==> config.mk <==
export PLATFORM = sky130hd
export DESIGN_NAME = alu_share_arbiter
export DESIGN_NICKNAME = d
export VERILOG_FILES = /design/src/rtl/alu_share_arbiter.sv
export SDC_FILE = /design/constraint.sdc
export NUM_CORES = 1
export LEC_CHECK = 0
export ABC_AREA = 1
export CELL_PAD_IN_SITES_DETAIL_PLACEMENT = 0
export CELL_PAD_IN_SITES_GLOBAL_PLACEMENT = 2
export CORE_MARGIN = 4
export CORE_UTILIZATION = 29
export DETAILED_ROUTE_END_ITERATION = 10
export GPL_TIMING_DRIVEN = 1
export PLACE_DENSITY = 0.79
export SETUP_SLACK_MARGIN = 0.2
export SYNTH_ARGS = -nofsm -noshare
export SYNTH_HDL_FRONTEND = slang
export SYNTH_SLANG_ARGS = --single-unit
==> constraint.sdc <==
create_clock -name clk -period 4.15 [get_ports clk]
set_input_delay 0.83 -clock clk [delete_from_list [all_inputs] [get_ports clk]]
set_output_delay 0.83 -clock clk [all_outputs]
set_load 0.01 [all_outputs]
==> src/rtl/alu_share_arbiter.sv <==
`default_nettype none
// ============================================================================
//  Module   : alu_share_arbiter
//  Purpose  : Round-robin arbiter and sequencer for one shared 8-bit
//             ADD/SUB/SHL datapath. Accepts one job at a time from up to
//             NREQ requesters, steps the accumulator through the operation
//             (or the three-step CHAIN), then returns the result together
//             with the owning requester ID.
//  Ports    : clk, rst_n         - clock (rising edge), async active-low reset
//             req_i              - per-requester job request (level)
//             op_a_i / op_b_i    - operands, 8 bits per requester
//             op_i               - opcode, 2 bits per requester
//                                  (00 ADD, 01 SUB, 10 SHL, 11 CHAIN)
//             grant_o            - one-hot, one-cycle job-accepted pulse
//             rsp_valid_o        - one-cycle result-valid pulse
//             rsp_id_o           - requester index owning the result
//             result_o           - job result, held until the next response
//             busy_o             - high whenever a job is in flight
//  Revision : 1.0  initial release
// ============================================================================
module alu_share_arbiter #(
    parameter int NREQ = 4
) (
    input  logic                 clk,
    input  logic                 rst_n,
    input  logic [NREQ-1:0]      req_i,
    input  logic [8*NREQ-1:0]    op_a_i,
    input  logic [8*NREQ-1:0]    op_b_i,
    input  logic [2*NREQ-1:0]    op_i,
    output logic [NREQ-1:0]      grant_o,
    output logic                 rsp_valid_o,
    output logic [2:0]           rsp_id_o,
    output logic [7:0]           result_o,
    output logic                 busy_o
);

    localparam logic [1:0] C_OP_ADD   = 2'b00;
    localparam logic [1:0] C_OP_SUB   = 2'b01;
    localparam logic [1:0] C_OP_SHL   = 2'b10;
    localparam logic [1:0] C_OP_CHAIN = 2'b11;

    typedef enum logic [1:0] {
        ST_IDLE = 2'd0,
        ST_EXEC = 2'd1,
        ST_RESP = 2'd2
    } state_t;

    // ------------------------------------------------------------------
    // Per-requester views of the flat operand / opcode buses
    // ------------------------------------------------------------------
    logic [7:0] a_arr  [NREQ];
    logic [7:0] b_arr  [NREQ];
    logic [1:0] op_arr [NREQ];

    genvar g;
    generate
        for (g = 0; g < NREQ; g++) begin : g_unpack
            assign a_arr[g]  = op_a_i[8*g +: 8];
            assign b_arr[g]  = op_b_i[8*g +: 8];
            assign op_arr[g] = op_i[2*g +: 2];
        end
    endgenerate

    // ------------------------------------------------------------------
    // Registered state
    // ------------------------------------------------------------------
    state_t            state_q,     state_d;
    logic [2:0]        ptr_q,       ptr_d;
    logic [7:0]        a_q,         a_d;
    logic [7:0]        b_q,         b_d;
    logic [1:0]        op_q,        op_d;
    logic [2:0]        id_q,        id_d;
    logic [1:0]        step_q,      step_d;
    logic [7:0]        acc_q,       acc_d;
    logic [NREQ-1:0]   grant_q,     grant_d;
    logic              rsp_valid_q, rsp_valid_d;
    logic [2:0]        rsp_id_q,    rsp_id_d;
    logic [7:0]        result_q,    result_d;
    logic              busy_q,      busy_d;

    // ------------------------------------------------------------------
    // Round-robin winner: first set request bit searching ptr, ptr+1, ...
    // wrapping at NREQ. The candidate index is compared against each
    // requester number rather than used as an index so NREQ need not be
    // a power of two.
    // ------------------------------------------------------------------
    logic       win_found;
    logic [2:0] win_id;
    logic [3:0] cand;

    always_comb begin
        win_found = 1'b0;
        win_id    = 3'd0;
        cand      = 4'd0;
        for (int k = 0; k < NREQ; k++) begin
            cand = {1'b0, ptr_q} + 4'(k);
            if (cand >= 4'(NREQ)) begin
                cand = cand - 4'(NREQ);
            end
            for (int j = 0; j < NREQ; j++) begin
                if (!win_found && (cand == 4'(j)) && req_i[j]) begin
                    win_found = 1'b1;
                    win_id    = 3'(j);
                end
            end
        end
    end

    // Operands of the winner only; other requesters' buses are ignored.
    logic [7:0] sel_a;
    logic [7:0] sel_b;
    logic [1:0] sel_op;

    always_comb begin
        sel_a  = 8'd0;
        sel_b  = 8'd0;
        sel_op = C_OP_ADD;
        for (int j = 0; j < NREQ; j++) begin
            if (win_id == 3'(j)) begin
                sel_a  = a_arr[j];
                sel_b  = b_arr[j];
                sel_op = op_arr[j];
            end
        end
    end

    // ------------------------------------------------------------------
    // Shared datapath step. Single ops finish in one step; CHAIN walks
    // ADD -> SUB b -> SHL through the accumulator using step_q.
    // All arithmetic is naturally modulo 256 at 8 bits.
    // ------------------------------------------------------------------
    logic [7:0] exec_val;
    logic       exec_last;

    always_comb begin
        exec_val  = acc_q;
        exec_last = 1'b1;
        unique case (op_q)
            C_OP_ADD: exec_val = a_q + b_q;
            C_OP_SUB: exec_val = a_q - b_q;
            C_OP_SHL: exec_val = {a_q[6:0], 1'b0};
            C_OP_CHAIN: begin
                unique case (step_q)
                    2'd0: begin
                        exec_val  = a_q + b_q;
                        exec_last = 1'b0;
                    end
                    2'd1: begin
                        exec_val  = acc_q - b_q;
                        exec_last = 1'b0;
                    end
                    default: begin
                        exec_val  = {acc_q[6:0], 1'b0};
                        exec_last = 1'b1;
                    end
                endcase
            end
            default: exec_val = acc_q;
        endcase
    end

    // ------------------------------------------------------------------
    // Next-state logic. grant and rsp_valid default low so each is a
    // single-cycle pulse; result and rsp_id hold between responses.
    // ------------------------------------------------------------------
    always_comb begin
        state_d     = state_q;
        ptr_d       = ptr_q;
        a_d         = a_q;
        b_d         = b_q;
        op_d        = op_q;
        id_d        = id_q;
        step_d      = step_q;
        acc_d       = acc_q;
        grant_d     = '0;
        rsp_valid_d = 1'b0;
        rsp_id_d    = rsp_id_q;
        result_d    = result_q;
        busy_d      = busy_q;

        unique case (state_q)
            ST_IDLE: begin
                if (win_found) begin
                    a_d     = sel_a;
                    b_d     = sel_b;
                    op_d    = sel_op;
                    id_d    = win_id;
                    step_d  = 2'd0;
                    grant_d = {{(NREQ-1){1'b0}}, 1'b1} << win_id;
                    ptr_d   = (win_id == 3'(NREQ-1)) ? 3'd0 : (win_id + 3'd1);
                    busy_d  = 1'b1;
                    state_d = ST_EXEC;
                end
            end
            ST_EXEC: begin
                acc_d = exec_val;
                if (exec_last) begin
                    result_d    = exec_val;
                    rsp_valid_d = 1'b1;
                    rsp_id_d    = id_q;
                    step_d      = 2'd0;
                    state_d     = ST_RESP;
                end else begin
                    step_d = step_q + 2'd1;
                end
            end
            ST_RESP: begin
                busy_d  = 1'b0;
                state_d = ST_IDLE;
            end
            default: begin
                busy_d  = 1'b0;
                state_d = ST_IDLE;
            end
        endcase
    end

    // ------------------------------------------------------------------
    // State and registered outputs; reset drops any job in flight.
    // ------------------------------------------------------------------
    always_ff @(posedge clk or negedge rst_n) begin
        if (!rst_n) begin
            state_q     <= ST_IDLE;
            ptr_q       <= 3'd0;
            a_q         <= 8'd0;
            b_q         <= 8'd0;
            op_q        <= C_OP_ADD;
            id_q        <= 3'd0;
            step_q      <= 2'd0;
            acc_q       <= 8'd0;
            grant_q     <= '0;
            rsp_valid_q <= 1'b0;
            rsp_id_q    <= 3'd0;
            result_q    <= 8'd0;
            busy_q      <= 1'b0;
        end else begin
            state_q     <= state_d;
            ptr_q       <= ptr_d;
            a_q         <= a_d;
            b_q         <= b_d;
            op_q        <= op_d;
            id_q        <= id_d;
            step_q      <= step_d;
            acc_q       <= acc_d;
            grant_q     <= grant_d;
            rsp_valid_q <= rsp_valid_d;
            rsp_id_q    <= rsp_id_d;
            result_q    <= result_d;
            busy_q      <= busy_d;
        end
    end

    assign grant_o     = grant_q;
    assign rsp_valid_o = rsp_valid_q;
    assign rsp_id_o    = rsp_id_q;
    assign result_o    = result_q;
    assign busy_o      = busy_q;

endmodule
`default_nettype wire

==> metrics.cfg, run 1 <==
[global_route]
met2_usage_pct = 22.61
busiest_layer = met2
grt_max_degree = 47
grt_use_total_pct = 14.65
grt-ovfl-total = 0
grt_pass1_wl_um = 19450
grt_use_met1_pct = 19.96
antenna_found_initial = 0
use_met3_pct = 4.724
grt_pass1_vias = 3932

[run_status]
status = completed

[critical_path]
worstPathArrival_ps = 3640
endpoint_kind = flip-flop
cp.required_ps = 4340
reg2regPathDepth = 17
worst_setup_path_start_kind = input port
slowest_delay_ps = 480
crit_chain = clkdlybuf4s50_1 -> nand3_2 -> nand4_1 -> nor2_2 -> nand4_1 -> nor2_1 -> nand4_1 -> nor2_2 -> nand4_1 -> buf_4 -> nand2_1 -> inv_1 -> buf_4 -> ha_1 -> buf_4 -> nand2_1 -> o21ai_0 -> mux2i_1 -> o21ai_2
path_class = input port to flip-flop
worst-path-max-fanout = 37
slowest_stage = clkdlybuf4s50_1
cpMostUsedCell = nand4_1

[sta]
slew_headroom_pct = 48.74
setup_ws_ps = 699.7
rsz0062_at_grt = no
clock_skew_ps = 10.89
hold_slack_ps = 484.5
finalHoldViolations = 0
setup_violations = 0
finalCriticalPeriod_ps = 3450
fmax_mhz = 289.8
tightest_slew_ps = 766.1
maxSlewViolCount = 0
fin_crit_sh_pct = 83.14

[logic_synthesis]
syn_avg_cell_area_um2 = 7.431
synth_edf_count = 0
synth_top_area_cell = dfrtp_1
synthTopCellsByCount = nand2_1 (133), inv_1 (64), dfrtp_1 (50)
ys.flop_type = dfrtp_1
synthArstFlopShare_pct = 100.0
synthMuxAreaShare_pct = 4.345
ys_seq_area_share_pct = 30.18
synth_nets = 667
ys_seq_elements = 50
yosysWarnings = 0
synth_xor_area_share_pct = 1.479
synthAdderAreaFrac_pct = 9.897
synth_top_family_by_area = simple AND/OR/NAND/NOR gates
synth.most_common_cell = nand2_1
synth-compound-area-share_pct = 18.35
syn_area_um2 = 4146
synth_area_leaders = dfrtp_1 (30%), nand2_1 (12%), ha_1 (8.4%)
syn_inst = 558
synth_top_area_share_pct = 30.18
synth-simple-area-share_pct = 26.25
yosysUniqueCellTypes = 42

[layout]
seq_area_um2 = 1251
syn_to_final_growth_pct = 30.90
antenna_cells = 0
fillers = 1460
final_layout_size_suffix_gt1_share_pct = 11.42
multiInputGateArea_um2 = 2516
final_nets = 756

[flow_run]
maxCapViolCount = 0

[placed_design]
gp_congestion = 0.8875
post-place-ws_ps = -159.0
hpwl_um = 9569
io_buffers = 93

[drt]
drc = 0
post_drt_wl_per_cell_um = 13.85
via_count = 3919
drt_iter0_drc = 205
wl_um = 11470
postRouteAntennaNets = 0
dr.pass1.iters = 4
via_per_inst = 4.733

[clock_network]
hold_buffers = 0
clkLatencyLatePin_ps = 310
numCtsBuffers = 5
cts_num_sinks = 50
clk_pin_slew_ps = 70
cts_tree = done
cts-htree-levels = 2
cts_root_buf = clkbuf_16
clock_path_buffers = 2

[floorplan]
io_pins = 95
coreArea_um2 = 13930
fp.dieArea_um2 = 16280
row_count = 43
die_width_um = 127.6
start_util_pct = 29.76
die_y_um = 127.6

[power]
total_power_mw = 4.807
p_per_area_nw_per_um2 = 885.6
max-vdd-ir-drop_mv = 0.4138
p_leak_nw = 2.489

[min_path]
whs_path_depth = 2
hold_class = flip-flop to flip-flop

==> final timing paths <==
check,start,end,slack [ps]
max,req_i[1],b_q[2]$_DFFE_PN0P_,700
min,result_o[5]$_DFFE_PN0P_,result_o[5]$_DFFE_PN0P_,480
max reg2reg,ptr_q[1]$_DFFE_PN0P_,b_q[4]$_DFFE_PN0P_,990
min reg2reg,result_o[5]$_DFFE_PN0P_,result_o[5]$_DFFE_PN0P_,480
max in group asynchronous,rst_n,b_q[4]$_DFFE_PN0P_,2870
min in group asynchronous,rst_n,step_q[1]$_DFFE_PN0P_,490
==> final cells by class <==
class | count | area share (%)
clock buffer | 5 | 2.305
clock inverter | 3 | 0.8990
inverter | 68 | 4.703
multi-input combinational | 420 | 46.36
sequential | 50 | 23.05
tap | 180 | 4.149
timing repair buffer | 102 | 18.53
==> placed cells by master (no fill, tap or decap), drive strengths merged, types with 3 or more instances in the layout <==
cell | Yosys | routed
nand3 | 28 | 28
dfrtp | 50 | 50
xnor2 | 3 | 3
nand2 | 153 | 153
clkdlybuf4s50 | 0 | 92
buf | 11 | 10
clkbuf | 9 | 5
xor2 | 4 | 4
o211ai | 3 | 3
nor2 | 42 | 42
nor3 | 4 | 4
o21ai | 66 | 66
ha | 28 | 28
fa | 3 | 3
a21oi | 17 | 17
inv | 68 | 69
mux2i | 18 | 18
o221ai | 3 | 3
a22oi | 20 | 20
nand4 | 13 | 13
==> repair_timing <==
action,4_1_cts,5_1_grt
setup endpoints to repair,6,11
pin swaps,0,0
resized for setup,1,1
buffers inserted,0,0
==> sequential cells by signal (all words and copies together), names as in the netlist, 4 cells and up <==
signal,count
a_q,8
acc_q,8
b_q,8
result_o,8
grant_o,4
==> power by group <==
part | leakage [nW] | internal (mW) | switching, mW | total (mW)
clock network | 0.0819 | 0.289 | 0.201 | 0.490
registers | 0.639 | 0.707 | 0.203 | 0.910
logic | 1.77 | 1.36 | 2.05 | 3.41
total | 2.49 | 2.36 | 2.45 | 4.81
==> stage by stage <==
step	setup TNS (ps)	util [%]	cell area, µm²	std cells
after detailed placement	-1896	37.65	5246	820
after CTS	0	38.92	5423	828
after global placement	-421.6	37.65	5246	820
after global routing	0	38.95	5428	828
final	0	38.95	5428	828
after floorplan	0	-	4146	558
==> cell families after synthesis <==
kind of cell	Yosys count
compound gates	118
mux	18
flops	50
xor+xnor	7
fa+ha+maj	31
simple gates	244
other cells	2
buf+inv	88
==> critical path: cells and delay by family <==
family,cells,cell delay [ps]
adder cells (fa/ha/maj),1,170
AND/OR/NAND/NOR,10,1180
AO/OA/AOI/OAI,2,180
buffers and inverters,5,1070
multiplexers,1,190
==> routing by layer <==
layer	wire length (µm)	vias to the layer above
li1	-	2033
met1	5554	1767
met2	4989	111
met3	787	8
met4	135	0
met5	0	-
Power figures use the tool's default switching activity.
==> inputs of run 2 (changes only) <==
--- a/config.mk
+++ b/config.mk
@@ -9,10 +9,10 @@
 export CELL_PAD_IN_SITES_DETAIL_PLACEMENT = 0
 export CELL_PAD_IN_SITES_GLOBAL_PLACEMENT = 2
 export CORE_MARGIN = 4
-export CORE_UTILIZATION = 29
+export CORE_UTILIZATION = 26
 export DETAILED_ROUTE_END_ITERATION = 10
 export GPL_TIMING_DRIVEN = 1
-export PLACE_DENSITY = 0.79
+export PLACE_DENSITY = 0.75
 export SETUP_SLACK_MARGIN = 0.2
 export SYNTH_ARGS = -nofsm -noshare
 export SYNTH_HDL_FRONTEND = slang
==> constraint.sdc (replaced) <==
create_clock -name clk -period 2.9 [get_ports clk]
set_input_delay 0.58 -clock clk [delete_from_list [all_inputs] [get_ports clk]]
set_output_delay 0.58 -clock clk [all_outputs]
set_load 0.01 [all_outputs]
==> run 2 against run 1 <==
Sequential share of layout area fell by 3.3 points. Cell count increased by 11%. Via count is 6.5% higher. Setup slack lost 680 ps. Routed wire length up 13%. Total power is 91% higher. Hold slack got worse by 68 ps. Combinational power rose by 110%. Clock skew decreased by 5.0 ps. Clock power is 39% higher.
==> metrics.cfg, run 2 (synthesis results as in run 1) <==
[sta]
finalCriticalPeriod_ps = 2880
maxSlewViolCount = 0  ; unchanged
fin_crit_sh_pct = 99.32
rsz0062_at_grt = yes
setup_violations = 0  ; unchanged
slew_headroom_pct = 37.49  ; -11 points
clock_skew_ps = 5.930  ; -4.958 ps
fin_setup_tns_ps = 0  ; unchanged
finalHoldViolations = 0  ; unchanged
tightest_slew_ps = 937.6  ; +171.5 ps
fmax_mhz = 347.2

[drt]
dr.pass1.iters = 4  ; unchanged
wl_um = 12970  ; +13%
via_per_inst = 4.563  ; -3.6%
drt_iter0_drc = 209  ; +2.0%
via_count = 4175  ; +6.5%
post_drt_wl_per_cell_um = 14.17  ; +2.4%
drc = 0  ; unchanged
postRouteAntennaNets = 0  ; unchanged

[placed_design]
io_buffers = 93  ; unchanged
dp.cells = 888  ; +8.3%
gp_congestion = 0.8365  ; -5.7%
placed_area_um2 = 5680  ; +8.3%
hpwl_um = 9764  ; +2.0%

[clock_network]
clkLatencyLatePin_ps = 300  ; about the same
clk_pin_slew_ps = 70  ; about the same
cts_tree = done
cts_root_buf = clkbuf_16
cts_num_sinks = 50  ; unchanged
numCtsBuffers = 5  ; unchanged
clock_path_buffers = 2  ; unchanged
cts-htree-levels = 2  ; unchanged

[power]
pwr-share-seq_pct = 14.2  ; -4.7 points
switchingPower_mw = 4.285  ; +75%
p_per_area_nw_per_um2 = 1448  ; +63%
p_int_mw = 4.898  ; +110%
p_comb_share_pct = 78.4  ; +7.5 points
swShare_pct = 46.66  ; -4.3 points
max-vdd-ir-drop_mv = 0.8936  ; +120%
power_frac_clock_pct = 7.4  ; -2.8 points
p_leak_nw = 2.865  ; +15%
total_power_mw = 9.183  ; +91%

[layout]
antenna_cells = 0  ; unchanged
fin_area_um2 = 6342  ; +17%
syn_to_final_growth_pct = 52.96
mostFrequentLayoutCell = nand2_1
post-route-util_pct = 41.11  ; +2.2 points
final_cell_mix = nand2_1 (122), clkdlybuf4s50_1 (88), inv_1 (60)
final_nets = 812  ; +7.4%
finalNonFillerCells = 915  ; +11%
final_layout_size_suffix_gt1_share_pct = 25.43  ; +14 points
fillers = 1587  ; +8.7%

[critical_path]
worstPathArrival_ps = 3120  ; -520 ps
worst_setup_path_start_kind = flip-flop
worst-path-max-fanout = 9  ; -76%
path_class = flip-flop to flip-flop
cp.required_ps = 3140  ; -1200 ps
endpoint_kind = flip-flop

[flow_run]
maxCapViolCount = 0  ; unchanged

[floorplan]
coreArea_um2 = 15430  ; +11%
row_count = 45  ; +4.7%
die_width_um = 134.3  ; +5.3%
io_pins = 95  ; unchanged
die_y_um = 134.3  ; +5.3%
start_util_pct = 26.88  ; -2.9 points
fp.dieArea_um2 = 18030  ; +11%

[global_route]
grt_pass1_wl_um = 20530  ; +5.6%
grt_use_total_pct = 14.09  ; -0.56 points
busiest_layer = met2
grt_pass1_vias = 4092  ; +4.1%
grt_use_met1_pct = 19.41  ; -0.55 points
antenna_found_initial = 0  ; unchanged
met2_usage_pct = 22.35  ; -0.26 points
use_met3_pct = 3.338  ; -1.4 points
grt_max_degree = 38  ; -19%
grt-ovfl-total = 0  ; unchanged

[run_status]
status = completed

[min_path]
hold_class = input port to async pin

-- run 2: cell count changes in the layout (fill, tap and decap cells not counted), sizes merged --
cell	change
clkdlybuf4s15	+1
clkdlybuf4s50	-4
inv	-1
buf	+52
dlygate4sd2	+3
clkbuf	+5
-- run 2: cell type report --
| type | count | area, µm² | area share [%] |
|---|---|---|---|
| well taps | 211 | 264.0 | 4.163 |
| clock inverters | 2 | 37.54 | 0.5918 |
| repair buffers | 158 | 1650 | 26.02 |
| multi-input cells | 420 | 2750 | 43.36 |
| clock buffers | 6 | 128.9 | 2.032 |
| inverters | 68 | 257.7 | 4.064 |
| flip-flops and latches | 50 | 1254 | 19.77 |
-- run 2: worst max-delay path, cell delays in order (launching register included) --
cell and delay [ps]:
dfrtp_2 440, inv_2 80, nand2_2 100, ha_1 270
o21bai_4 200, nor3_4 200, nor2_2 70, buf_4 140
nand3_1 70, nand3_2 100, inv_2 120, ha_4 150
inv_4 40, nor2_4 210, clkbuf_16 210, a22oi_1 70
o21ai_1 140, mux2i_1 100, o21ai_2 120
-- run 2: power by group through the flow --
stage,registers (mW),clock network (mW),logic [mW]
floorplan,1.25,0,4.22
global placement,1.31,0,5.63
detailed placement,1.31,0,5.72
CTS,1.31,0.708,6.60
global route,1.35,0.735,7.95
finish,1.30,0.683,7.20
-- run 2: worst paths after layout --
path                                         from  slack [ps]                     to  cells past startpoint
setup / recovery             ptr_q[1]$_DFFE_PN0P_          20     b_q[5]$_DFFE_PN0P_                     18
hold / removal                              rst_n         420  rsp_valid_o$_DFF_PN0_                      1
setup reg to reg             ptr_q[1]$_DFFE_PN0P_          20     b_q[5]$_DFFE_PN0P_                     18
hold reg to reg            state_q[1]$_DFFE_PN0P_         470     busy_o$_DFFE_PN0P_                      1
max in group asynchronous                   rst_n        1730     a_q[6]$_DFFE_PN0P_                      2
min in group clk           state_q[1]$_DFFE_PN0P_         470     busy_o$_DFFE_PN0P_                      1
-- run 2: repair_timing --
action | in CTS | in global routing
pin swaps | 18 | 11
setup endpoints to repair | 21 | 23
buffers inserted | 9 | 3
gates cloned | 3 | 4
hold buffers | 0 | 0
hold endpoints to repair | 0 | 0
resized for setup | 35 | 30
-- run 2: layer usage --
| metal | routed length, µm | up-vias |
|---|---|---|
| li1 | - | 2142 |
| met3 | 728 | 8 |
| met5 | 0 | - |
| met2 | 5945 | 112 |
| met1 | 6168 | 1913 |
| met4 | 128 | 0 |
-- run 2: stage by stage --
| stage | worst slack (ps) | hold slack (ps) |
|---|---|---|
| finish | 19.59 | 416.3 |
| global route | -151.6 | 471.4 |
| CTS | 59.10 | 444.1 |
| detailed placement | -722.4 | 466.0 |
| global placement | -586.9 | 459.6 |
| floorplan | 179.1 | 284.4 |
==> inputs of run 3 (changes only) <==
--- a/config.mk
+++ b/config.mk
@@ -10,6 +10,7 @@
 export CELL_PAD_IN_SITES_GLOBAL_PLACEMENT = 2
 export CORE_MARGIN = 4
 export CORE_UTILIZATION = 26
+export CTS_BUF_LIST = sky130_fd_sc_hd__clkbuf_16
 export DETAILED_ROUTE_END_ITERATION = 10
 export GPL_TIMING_DRIVEN = 1
 export PLACE_DENSITY = 0.75
==> run 3 against run 2 <==
Total power is essentially flat. Fmax hardly changed. Hold slack unchanged. Setup slack hardly changed. Critical path type unchanged. Critical endpoint unchanged. Largest cell class unchanged.
==> metrics.cfg, run 3 (synthesis results as in run 1) <==
[clock_network]
clock_path_buffers = 2  ; unchanged
cts_num_sinks = 50  ; unchanged
hold_buffers = 0  ; unchanged
cts_root_buf = clkbuf_16
clkLatencyLatePin_ps = 300  ; about the same
cts-htree-levels = 2  ; unchanged
cts_tree = done
numCtsBuffers = 5  ; unchanged
clk_pin_slew_ps = 70  ; about the same

[floorplan]
row_count = 45  ; unchanged
io_pins = 95  ; unchanged
start_util_pct = 26.88  ; unchanged
die_y_um = 134.3  ; unchanged
coreArea_um2 = 15430  ; unchanged
fp.dieArea_um2 = 18030  ; unchanged
die_width_um = 134.3  ; unchanged

[critical_path]
cpMostUsedCell = inv_2
crit_chain = inv_2 -> nand2_2 -> ha_1 -> o21bai_4 -> nor3_4 -> nor2_2 -> buf_4 -> nand3_1 -> nand3_2 -> inv_2 -> ha_4 -> inv_4 -> nor2_4 -> clkbuf_16 -> a22oi_1 -> o21ai_1 -> mux2i_1 -> o21ai_2
worstPathArrival_ps = 3120  ; about the same
slowest_delay_ps = 440  ; about the same
worst-path-max-fanout = 9  ; unchanged
rrSetupSlack_ps = 20  ; about the same
crit_end = b_q[5]$_DFFE_PN0P_
path_class = flip-flop to flip-flop
worst_setup_path_start_kind = flip-flop
timing.rr.start = ptr_q[1]$_DFFE_PN0P_
slowest_stage = dfrtp_2
endpoint_kind = flip-flop
cp.required_ps = 3140  ; about the same
reg2regPathDepth = 18  ; unchanged
r2r-end = b_q[5]$_DFFE_PN0P_
startpoint = ptr_q[1]$_DFFE_PN0P_

[power]
p_leak_nw = 2.870  ; +0.14%
swShare_pct = 46.68  ; about the same
p_per_area_nw_per_um2 = 1447  ; about the same
power_frac_clock_pct = 7.4  ; about the same
p_comb_share_pct = 78.4  ; about the same
p_int_mw = 4.895  ; about the same
switchingPower_mw = 4.285  ; about the same
total_power_mw = 9.180  ; about the same
pwr-share-seq_pct = 14.2  ; about the same
max-vdd-ir-drop_mv = 0.8935  ; about the same

[layout]
final_cell_mix = nand2_1 (122), clkdlybuf4s50_1 (88), inv_1 (61)
fillers = 1587  ; unchanged
final_nets = 812  ; unchanged
mostFrequentLayoutCell = nand2_1
syn_to_final_growth_pct = 52.96  ; unchanged
post-route-util_pct = 41.11  ; unchanged
antenna_cells = 0  ; unchanged
fin_area_um2 = 6342  ; unchanged
final_layout_size_suffix_gt1_share_pct = 25.43  ; unchanged

[sta]
slew_headroom_pct = 37.49  ; unchanged
tightest_slew_ps = 937.6  ; unchanged
setup_violations = 0  ; unchanged
finalHoldViolations = 0  ; unchanged
fin_crit_sh_pct = 99.33  ; about the same
rsz0062_at_grt = yes
setup_ws_ps = 19.33  ; -0.2560 ps
maxSlewViolCount = 0  ; unchanged
fmax_mhz = 347.1  ; about the same
clock_skew_ps = 5.930  ; unchanged
finalCriticalPeriod_ps = 2881  ; +0.2560 ps

[placed_design]
gp_congestion = 0.8365  ; unchanged
io_buffers = 93  ; unchanged
hpwl_um = 9764  ; unchanged
post-place-ws_ps = -722.4  ; unchanged
placed_area_um2 = 5680  ; unchanged

[drt]
wl_um = 12970  ; about the same
via_count = 4177  ; +0.048%
post_drt_wl_per_cell_um = 14.17  ; about the same
drc = 0  ; unchanged
via_per_inst = 4.565  ; about the same
drt_iter0_drc = 208  ; -0.48%
dr.pass1.iters = 4  ; unchanged
postRouteAntennaNets = 0  ; unchanged

[global_route]
grt_use_total_pct = 14.09  ; unchanged
grt_pass1_vias = 4092  ; unchanged
grt_max_degree = 38  ; unchanged
grt-ovfl-total = 0  ; unchanged
antenna_found_initial = 0  ; unchanged
grt_pass1_wl_um = 20530  ; unchanged

[run_status]
status = completed

[min_path]
hold_class = input port to async pin

[flow_run]
maxCapViolCount = 0  ; unchanged

## run 3: changes by cell type in the layout (fill, tap and decap cells not counted), sizes merged
| cell | change |
|---|---|
| inv | +1 |
| clkbuf | -1 |
## run 3: per-stage QoR
step | TNS [ps] | hold WS [ps] | instances
2_1_floorplan | 0 | 284.4 | 558
3_3_place_gp | -10170 | 459.6 | 888
3_5_place_dp | -12000 | 466.0 | 888
4_1_cts | 0 | 444.1 | 908
5_1_grt | -2229 | 471.4 | 915
6_report | 0 | 416.3 | 915
## run 3: worst max-delay path, delay by kind of cell (launching register included)
kind,cells,cell delay [ps]
AOI/OAI and AO/OA,4,530
adders and majority gates,2,420
buffers and inverters,5,590
DFF,1,440
muxes,1,100
and+or+nand+nor,6,750
## run 3: cell type report
cell class | instances | area, µm² | area share [%]
flip-flops and latches | 50 | 1254 | 19.77
clock buffers | 5 | 125.1 | 1.973
repair buffers | 158 | 1650 | 26.02
clock inverters | 3 | 41.29 | 0.6510
multi-input cells | 420 | 2750 | 43.36
well taps | 211 | 264.0 | 4.163
inverters | 68 | 257.7 | 4.064
## run 3: worst min-delay path by stage
stage               slack (ps)               endpoint                    from
global route               470  step_q[1]$_DFFE_PN0P_                   rst_n
floorplan                  280     a_q[0]$_DFFE_PN0P_                   rst_n
global placement           460     busy_o$_DFFE_PN0P_  state_q[1]$_DFFE_PN0P_
finish                     420  rsp_valid_o$_DFF_PN0_                   rst_n
detailed placement         470     busy_o$_DFFE_PN0P_  state_q[1]$_DFFE_PN0P_
CTS                        440  rsp_valid_o$_DFF_PN0_                   rst_n
## run 3: timing repair
action / in CTS / in global routing
pin swaps: 18 / 11
endpoints found under the setup margin: 21 / 23
setup buffers: 9 / 3
gates resized for setup: 35 / 30
cloned: 3 / 4
## run 3: layer usage
| metal | track usage (%) | vias to the layer above | routed length [µm] |
|---|---|---|---|
| met5 | 0 | - | 0 |
| met4 | 3.394 | 0 | 128 |
| met3 | 3.338 | 8 | 734 |
| met2 | 22.35 | 114 | 5944 |
| met1 | 19.41 | 1912 | 6160 |
| li1 | - | 2143 | - |
## run 3: power groups by stage
stage / Clock, mW / Sequential [mW] / Combinational, mW
global route: 0.731 / 1.35 / 7.95
CTS: 0.705 / 1.31 / 6.60
finish: 0.680 / 1.30 / 7.20
detailed placement: 0 / 1.31 / 5.72
floorplan: 0 / 1.25 / 4.22
global placement: 0 / 1.31 / 5.63
